### src/rtl/bids_round_ctrl_if.sv
// Bus bundle for bids_round_ctrl: command port, round request, bidder handshake and status.
interface bids_round_ctrl_if;
    logic        cmd_valid;
    logic [3:0]  cmd_op;
    logic [31:0] cmd_data;
    logic        start;
    logic [2:0]  bid_req;
    logic        bid_done;
    logic [2:0]  bid_gnt;
    logic        locked;
    logic        round_active;
    logic        round_over;
    logic [1:0]  err;
    logic [2:0]  mask;
    logic [31:0] bid_cost;
    logic [31:0] timer_cfg;

    modport master (
        output cmd_valid, cmd_op, cmd_data, start, bid_req, bid_done,
        input  bid_gnt, locked, round_active, round_over, err, mask, bid_cost, timer_cfg
    );

    modport slave (
        input  cmd_valid, cmd_op, cmd_data, start, bid_req, bid_done,
        output bid_gnt, locked, round_active, round_over, err, mask, bid_cost, timer_cfg
    );
endinterface

### src/rtl/bids_round_ctrl.sv
// Auction round controller: key lock, timed rounds, round-robin grant to three bidders {X,Y,Z}.
// Optional grant watchdog compiled in with BIDS_GNT_WATCHDOG_EN.
module bids_round_ctrl #(
    parameter logic [31:0] UnlockKey = 32'h0F0F_0F0F,
    parameter logic [31:0] DefTimer  = 32'h0000_000F
) (
    input logic              clk,
    input logic              reset_n,
    bids_round_ctrl_if.slave bus_io
);

    localparam logic [3:0] OpNoOp      = 4'd0;
    localparam logic [3:0] OpUnlock    = 4'd1;
    localparam logic [3:0] OpLock      = 4'd2;
    localparam logic [3:0] OpSetMask   = 4'd6;
    localparam logic [3:0] OpSetTimer  = 4'd7;
    localparam logic [3:0] OpBidCharge = 4'd8;

    localparam logic [1:0] ErrNone    = 2'b00;
    localparam logic [1:0] ErrBadKey  = 2'b01;
    localparam logic [1:0] ErrIllegal = 2'b10;
    localparam logic [1:0] ErrStart   = 2'b11;

    typedef enum logic [2:0] {StUnlocked, StLocked, StRound, StWait, StDone} state_e;

    state_e      state_q, state_d;
    logic [31:0] key_q, key_d;
    logic [2:0]  mask_q, mask_d;
    logic [31:0] timer_q, timer_d;
    logic [31:0] cost_q, cost_d;
    logic [31:0] cnt_q, cnt_d;
    logic [1:0]  rr_q, rr_d;
    logic [1:0]  err_q, err_d;
    logic [2:0]  gnt_q, gnt_d;
`ifdef BIDS_GNT_WATCHDOG_EN
    logic [4:0]  wd_q, wd_d;
`endif

    logic        cmd_act;
    logic [31:0] cnt_dec;
    logic [2:0]  elig;
    logic        found;
    logic [1:0]  pick;
    logic [2:0]  cand;

    always_comb begin
        cmd_act = bus_io.cmd_valid && (bus_io.cmd_op != OpNoOp);
        cnt_dec = (cnt_q == 32'd0) ? 32'd0 : cnt_q - 32'd1;
        elig    = bus_io.bid_req & mask_q;

        // rr_q holds the index (0=X, 1=Y, 2=Z) searched first; bit for index i is elig[2-i].
        found = 1'b0;
        pick  = rr_q;
        cand  = 3'd0;
        for (int k = 0; k < 3; k++) begin
            cand = {1'b0, rr_q} + 3'(k);
            if (cand >= 3'd3) cand = cand - 3'd3;
            if (!found && ((elig & (3'b100 >> cand)) != 3'b000)) begin
                found = 1'b1;
                pick  = cand[1:0];
            end
        end
    end

    always_comb begin
        state_d = state_q;
        key_d   = key_q;
        mask_d  = mask_q;
        timer_d = timer_q;
        cost_d  = cost_q;
        cnt_d   = cnt_q;
        rr_d    = rr_q;
        err_d   = err_q;
        gnt_d   = gnt_q;
`ifdef BIDS_GNT_WATCHDOG_EN
        wd_d    = wd_q;
`endif

        unique case (state_q)
            StUnlocked: begin
                if (bus_io.start && !cmd_act) err_d = ErrStart;
                if (bus_io.cmd_valid) begin
                    case (bus_io.cmd_op)
                        OpNoOp:      ;
                        OpSetMask:   begin mask_d  = bus_io.cmd_data[2:0]; err_d = ErrNone; end
                        OpSetTimer:  begin timer_d = bus_io.cmd_data;      err_d = ErrNone; end
                        OpBidCharge: begin cost_d  = bus_io.cmd_data;      err_d = ErrNone; end
                        OpLock: begin
                            key_d   = bus_io.cmd_data;
                            err_d   = ErrNone;
                            state_d = StLocked;
                        end
                        default:     err_d = ErrIllegal;
                    endcase
                end
            end
            StLocked: begin
                if (cmd_act) begin
                    if (bus_io.cmd_op != OpUnlock) begin
                        err_d = ErrIllegal;
                    end else if (bus_io.cmd_data == key_q) begin
                        err_d   = ErrNone;
                        state_d = StUnlocked;
                    end else begin
                        err_d = ErrBadKey;
                    end
                end else if (bus_io.start) begin
                    cnt_d   = timer_q;
                    state_d = (timer_q == 32'd0) ? StDone : StRound;
                end
            end
            StRound: begin
                cnt_d = cnt_dec;
                if (cmd_act) err_d = ErrIllegal;
                // Round expires on the cycle the counter would reach zero.
                if (cnt_dec == 32'd0 || !bus_io.start) begin
                    state_d = StDone;
                end else if (found) begin
                    gnt_d   = 3'b100 >> pick;
                    rr_d    = (pick == 2'd2) ? 2'd0 : pick + 2'd1;
                    state_d = StWait;
`ifdef BIDS_GNT_WATCHDOG_EN
                    wd_d    = 5'd0;
`endif
                end
            end
            StWait: begin
                cnt_d = cnt_dec;
                if (cmd_act) err_d = ErrIllegal;
                if (bus_io.bid_done) begin
                    gnt_d   = 3'b000;
                    state_d = (cnt_dec == 32'd0 || !bus_io.start) ? StDone : StRound;
                end
`ifdef BIDS_GNT_WATCHDOG_EN
                else if (wd_q == 5'd15) begin
                    gnt_d   = 3'b000;
                    err_d   = ErrIllegal;
                    state_d = StRound;
                end else begin
                    wd_d = wd_q + 5'd1;
                end
`endif
            end
            StDone: begin
                if (cmd_act) err_d = ErrIllegal;
                state_d = StLocked;
            end
            default: state_d = StUnlocked;
        endcase
    end

    always_ff @(posedge clk) begin
        if (!reset_n) begin
            state_q <= StUnlocked;
            key_q   <= UnlockKey;
            mask_q  <= 3'b111;
            timer_q <= DefTimer;
            cost_q  <= 32'd1;
            cnt_q   <= 32'd0;
            rr_q    <= 2'd0;
            err_q   <= ErrNone;
            gnt_q   <= 3'b000;
`ifdef BIDS_GNT_WATCHDOG_EN
            wd_q    <= 5'd0;
`endif
        end else begin
            state_q <= state_d;
            key_q   <= key_d;
            mask_q  <= mask_d;
            timer_q <= timer_d;
            cost_q  <= cost_d;
            cnt_q   <= cnt_d;
            rr_q    <= rr_d;
            err_q   <= err_d;
            gnt_q   <= gnt_d;
`ifdef BIDS_GNT_WATCHDOG_EN
            wd_q    <= wd_d;
`endif
        end
    end

    assign bus_io.bid_gnt      = gnt_q;
    assign bus_io.locked       = (state_q != StUnlocked);
    assign bus_io.round_active = (state_q == StRound) || (state_q == StWait);
    assign bus_io.round_over   = (state_q == StDone);
    assign bus_io.err          = err_q;
    assign bus_io.mask         = mask_q;
    assign bus_io.bid_cost     = cost_q;
    assign bus_io.timer_cfg    = timer_q;

endmodule
### src/flat_wrapper.sv
// flat-port wrapper written by rule: the top's interface ports become plain ports
module bids_round_ctrl_flat 
#(
    parameter logic [31:0] UnlockKey = 32'h0F0F_0F0F,
    parameter logic [31:0] DefTimer  = 32'h0000_000F
)
  (clk, reset_n, bus_io_cmd_valid, bus_io_cmd_op, bus_io_cmd_data, bus_io_start, bus_io_bid_req, bus_io_bid_done, bus_io_bid_gnt, bus_io_locked, bus_io_round_active, bus_io_round_over, bus_io_err, bus_io_mask, bus_io_bid_cost, bus_io_timer_cfg);
  bids_round_ctrl_if bus_io_i ();
  input logic clk;
  input logic reset_n;
  input wire logic [$bits(bus_io_i.cmd_valid)-1:0] bus_io_cmd_valid;
  input wire logic [$bits(bus_io_i.cmd_op)-1:0] bus_io_cmd_op;
  input wire logic [$bits(bus_io_i.cmd_data)-1:0] bus_io_cmd_data;
  input wire logic [$bits(bus_io_i.start)-1:0] bus_io_start;
  input wire logic [$bits(bus_io_i.bid_req)-1:0] bus_io_bid_req;
  input wire logic [$bits(bus_io_i.bid_done)-1:0] bus_io_bid_done;
  output wire logic [$bits(bus_io_i.bid_gnt)-1:0] bus_io_bid_gnt;
  output wire logic [$bits(bus_io_i.locked)-1:0] bus_io_locked;
  output wire logic [$bits(bus_io_i.round_active)-1:0] bus_io_round_active;
  output wire logic [$bits(bus_io_i.round_over)-1:0] bus_io_round_over;
  output wire logic [$bits(bus_io_i.err)-1:0] bus_io_err;
  output wire logic [$bits(bus_io_i.mask)-1:0] bus_io_mask;
  output wire logic [$bits(bus_io_i.bid_cost)-1:0] bus_io_bid_cost;
  output wire logic [$bits(bus_io_i.timer_cfg)-1:0] bus_io_timer_cfg;
  assign bus_io_i.cmd_valid = bus_io_cmd_valid;
  assign bus_io_i.cmd_op = bus_io_cmd_op;
  assign bus_io_i.cmd_data = bus_io_cmd_data;
  assign bus_io_i.start = bus_io_start;
  assign bus_io_i.bid_req = bus_io_bid_req;
  assign bus_io_i.bid_done = bus_io_bid_done;
  assign bus_io_bid_gnt = bus_io_i.bid_gnt;
  assign bus_io_locked = bus_io_i.locked;
  assign bus_io_round_active = bus_io_i.round_active;
  assign bus_io_round_over = bus_io_i.round_over;
  assign bus_io_err = bus_io_i.err;
  assign bus_io_mask = bus_io_i.mask;
  assign bus_io_bid_cost = bus_io_i.bid_cost;
  assign bus_io_timer_cfg = bus_io_i.timer_cfg;
  bids_round_ctrl #(.UnlockKey(UnlockKey), .DefTimer(DefTimer)) u_core (.clk(clk), .reset_n(reset_n), .bus_io(bus_io_i));
endmodule
### config.mk
export PLATFORM = sky130hd
export DESIGN_NAME = bids_round_ctrl_flat
export DESIGN_NICKNAME = d
export VERILOG_FILES = /design/src/rtl/bids_round_ctrl_if.sv /design/src/rtl/bids_round_ctrl.sv /design/src/flat_wrapper.sv
export SDC_FILE = /design/constraint.sdc
export NUM_CORES = 1
export LEC_CHECK = 0
export CORE_AREA = 2 2 132 122
export CTS_BUF_LIST = sky130_fd_sc_hd__clkbuf_8
export DETAILED_ROUTE_END_ITERATION = 8
export DIE_AREA = 0 0 134 124
export GPL_TIMING_DRIVEN = 0
export HOLD_SLACK_MARGIN = 0.08
export PLACE_DENSITY = 0.74
export RECOVER_POWER = 25
export REMOVE_ABC_BUFFERS = 1
export SYNTH_ARGS = -nofsm -noshare
export SYNTH_HDL_FRONTEND = slang
export SYNTH_SLANG_ARGS = --single-unit
### constraint.sdc
create_clock -name clk -period 4.6 [get_ports clk]
set_clock_uncertainty 0.2 [all_clocks]
set_input_delay 1.38 -clock clk [delete_from_list [all_inputs] [get_ports clk]]
set_output_delay 1.38 -clock clk [all_outputs]
set_load 0.02 [all_outputs]
==> results_dict.tcl <==
set metrics [dict create \
    hpwlAfterDp_mm 14.1 \
    seq_area_um2 2820 \
    status "complete, no violations" \
    grt.total_usage_pct 25.0 \
    layout-drive-gt1-share_pct 6.15 \
    core_area_um2 15100 \
    wl_per_cell_um 16.8 \
    ir_drop_uv 213 \
    avgViaCountPerCell 5.72 \
    rsz0062_at_grt "false" \
    dieArea_um2 16600 \
    cp-end-kind "output pin" \
    cts.sinks 141 \
    fillers 1338 \
    fp.dieW_um 134 \
    avgSynthCellArea_um2 8.33 \
    worstPathMaxFanout 42 \
    total_power_mw 2.56 \
    leakagePower_nw 3.57 \
    io_buffers 118 \
    synthTopCellsByArea "dfxtp_1, nand2_1, mux2i_1, xnor2_1, a21boi_0" \
    firstDrtPassIters 6 \
    relSlewSlack_pct 15.3 \
    cts_max_path_buffers 2 \
    place.gp.congestion 0.904 \
    finalHoldViolations 0 \
    wl_met1_mm 9.31 \
    maxCapViolCount 0 \
    grt_max_degree 82 \
    postPlaceCellArea_um2 8740 \
    die_h_um 124 \
    drt-total-wl_mm 20.1 \
    io_pins 119 \
    post-cts-setup-buffers 0 \
    final_area_um2 9160 \
    cts_root_buffer "clkbuf_8" \
    start_util_pct 49.5 \
    synthFlopType "dfxtp_1" \
    antenna_left 0 \
    setup-violations-final 0 \
    crit_path_start_kind "flip-flop" \
    multi_input_area_um2 4330 \
    via_count 6828 \
    synth-async-reset-ratio_pct 0 \
    numCtsBuffers 17 \
    finalCritPeriodShare_pct 90.0 \
    drv_slew 0 \
    cpPeakStageDelay_ps 650 \
    antenna_cells 0 \
    grt_pass1_wl_mm 33.0 \
    grt-ovfl-total 0 \
    yosysWarnings 0 \
    ys_seq_elements 141 \
    grt_pass1_vias 6357 \
    worst-slew-pin-transition_ps 1270 \
    antenna_found_initial 0 \
    max_clock_freq_mhz 242 \
    synthCells 898 \
    area_delta_synth_final_pct 22.4 \
    synth_most_common_cell "nand2_1" \
    met2_length_mm 9.01 \
    rows 43 \
    clk_latency_ps 470 \
    critPathSlowestCell "clkdlybuf4s50_1" \
    yosysTopAreaCell "dfxtp_1" \
    crit_chain "nand2b_4 > clkinv_1 > clkdlybuf4s50_1" \
    netlist_top_cells_count "nand2_1, dfxtp_1, nor2b_1, a21boi_0, clkbuf_1" \
    p_per_area_nw_per_um2 280 \
    min_period_ps 4140 \
    nets 1028 \
    synth_seq_area_share_pct 37.7 \
    routed.top_layer "met4" \
    synth_cell_types 78 \
    synth-edff-count 0 \
    crit_arrival_ps 2560 \
    syn_area_um2 7480 \
    setup.worst_path.class "reg -> out" \
    drc 0 \
    clk_pin_slew_ps 80 \
    dr_wl_met3_mm 1.48 \
    hold_path.class "reg -> reg" \
    yosysTopAreaCellShare_pct 37.7 \
    htree_num_levels 4 \
    initialDrtViolationCount 687 \
    required_ps 3020 \
    cts_tree "built" \
]
-- per-stage QoR --
step	hold slack (ps)	utilization, %	setup TNS (ps)	setup WS, ps	instances
2_1_floorplan	256	-	-11.2	-5.58	837
3_3_place_gp	255	57.0	-151670	-1640	1157
3_5_place_dp	257	57.8	0	103	1162
4_1_cts	268	60.6	0	104	1194
5_1_grt	293	60.6	0	305	1194
6_report	262	60.6	0	460	1194
-- path summary, 6_finish.rpt --
kind	startpoint	end	slack, ps	cells past startpoint
max reg2reg	u_core.cnt_q[0]$_SDFFE_PN0P_	u_core.state_q[0]$_SDFFE_PN0P_	590	10
min	u_core.bus_io.bid_cost[8]$_SDFFE_PN0P_	u_core.bus_io.bid_cost[8]$_SDFFE_PN0P_	260	2
max	u_core.state_q[2]$_SDFFE_PN0P_	bus_io_round_active	460	3
min reg2reg	u_core.bus_io.bid_cost[8]$_SDFFE_PN0P_	u_core.bus_io.bid_cost[8]$_SDFFE_PN0P_	260	2
-- cells in the final DEF (no fill, tap or decap), types with 4 or more instances in the layout --
cell type        instances
nor2_1                  25
o211ai_1                 4
inv_6                    4
or4_1                    6
or3_1                    4
ha_1                     5
nand4_1                 19
nor3_1                  20
o21ai_0                 28
nand3_1                 44
o211a_1                  7
clkdlybuf4s50_1         72
a21oi_1                 13
xnor2_1                 43
a21boi_0                50
dfxtp_1                141
dlygate4sd3_1           45
inv_1                   14
clkbuf_8                17
mux2i_1                 44
o31ai_1                 12
a32o_1                   4
a22oi_1                 17
nor4_1                  17
nor2b_1                 56
nand2_1                189
-- registers in the layout, indices dropped and copies added, names as in the netlist --
register and flops:
u_core.bus_io.bid_cost 32, u_core.bus_io.bid_gnt 3, u_core.bus_io.err 2, u_core.bus_io.mask 3
u_core.bus_io.timer_cfg 32, u_core.cnt_q 32, u_core.key_q 32, u_core.rr_q 2
u_core.state_q 3
-- critical path, delay by kind of cell, from the launching register on --
family        cells  cell delay (ps)
flops             1              510
simple gates      1              510
buf+inv           2             1080
-- timing repair --
item | in CTS | in global routing
hold buffers | 0 | 0
resized for setup | 0 | 1
endpoints found under the setup margin | 0 | 1
-- cell type report --
type	count	area share [%]
Tap cell	202	2.76
Timing Repair Buffer	123	13.9
Clock inverter	15	2.04
Sequential cell	141	30.8
Clock buffer	17	2.56
Multi-Input combinational cell	681	47.3
Inverter	15	0.615
-- logic make-up (layout without fill, tap and decap cells) --
logic type,count (synthesis),after routing,synth area share (%)
simple gates,419,419,29.0
fa+ha+maj,6,6,0.970
xor+xnor,45,45,5.27
flops,141,141,37.7
compound gates,167,167,16.6
buf+inv,76,170,4.62
mux,44,44,5.89
-- per-layer routing --
layer	vias to the layer above	global-route usage (%)
met5	-	0
met4	0	8.44
met3	24	5.82
met2	238	40.0
met1	3235	33.4
li1	3331	-
-- power by group --
part,internal [mW],total (mW),switching [mW]
registers,1.23,1.25,0.0142
logic,0.112,0.243,0.131
clock network,0.545,1.07,0.526
(Power assumes the default switching activity.)
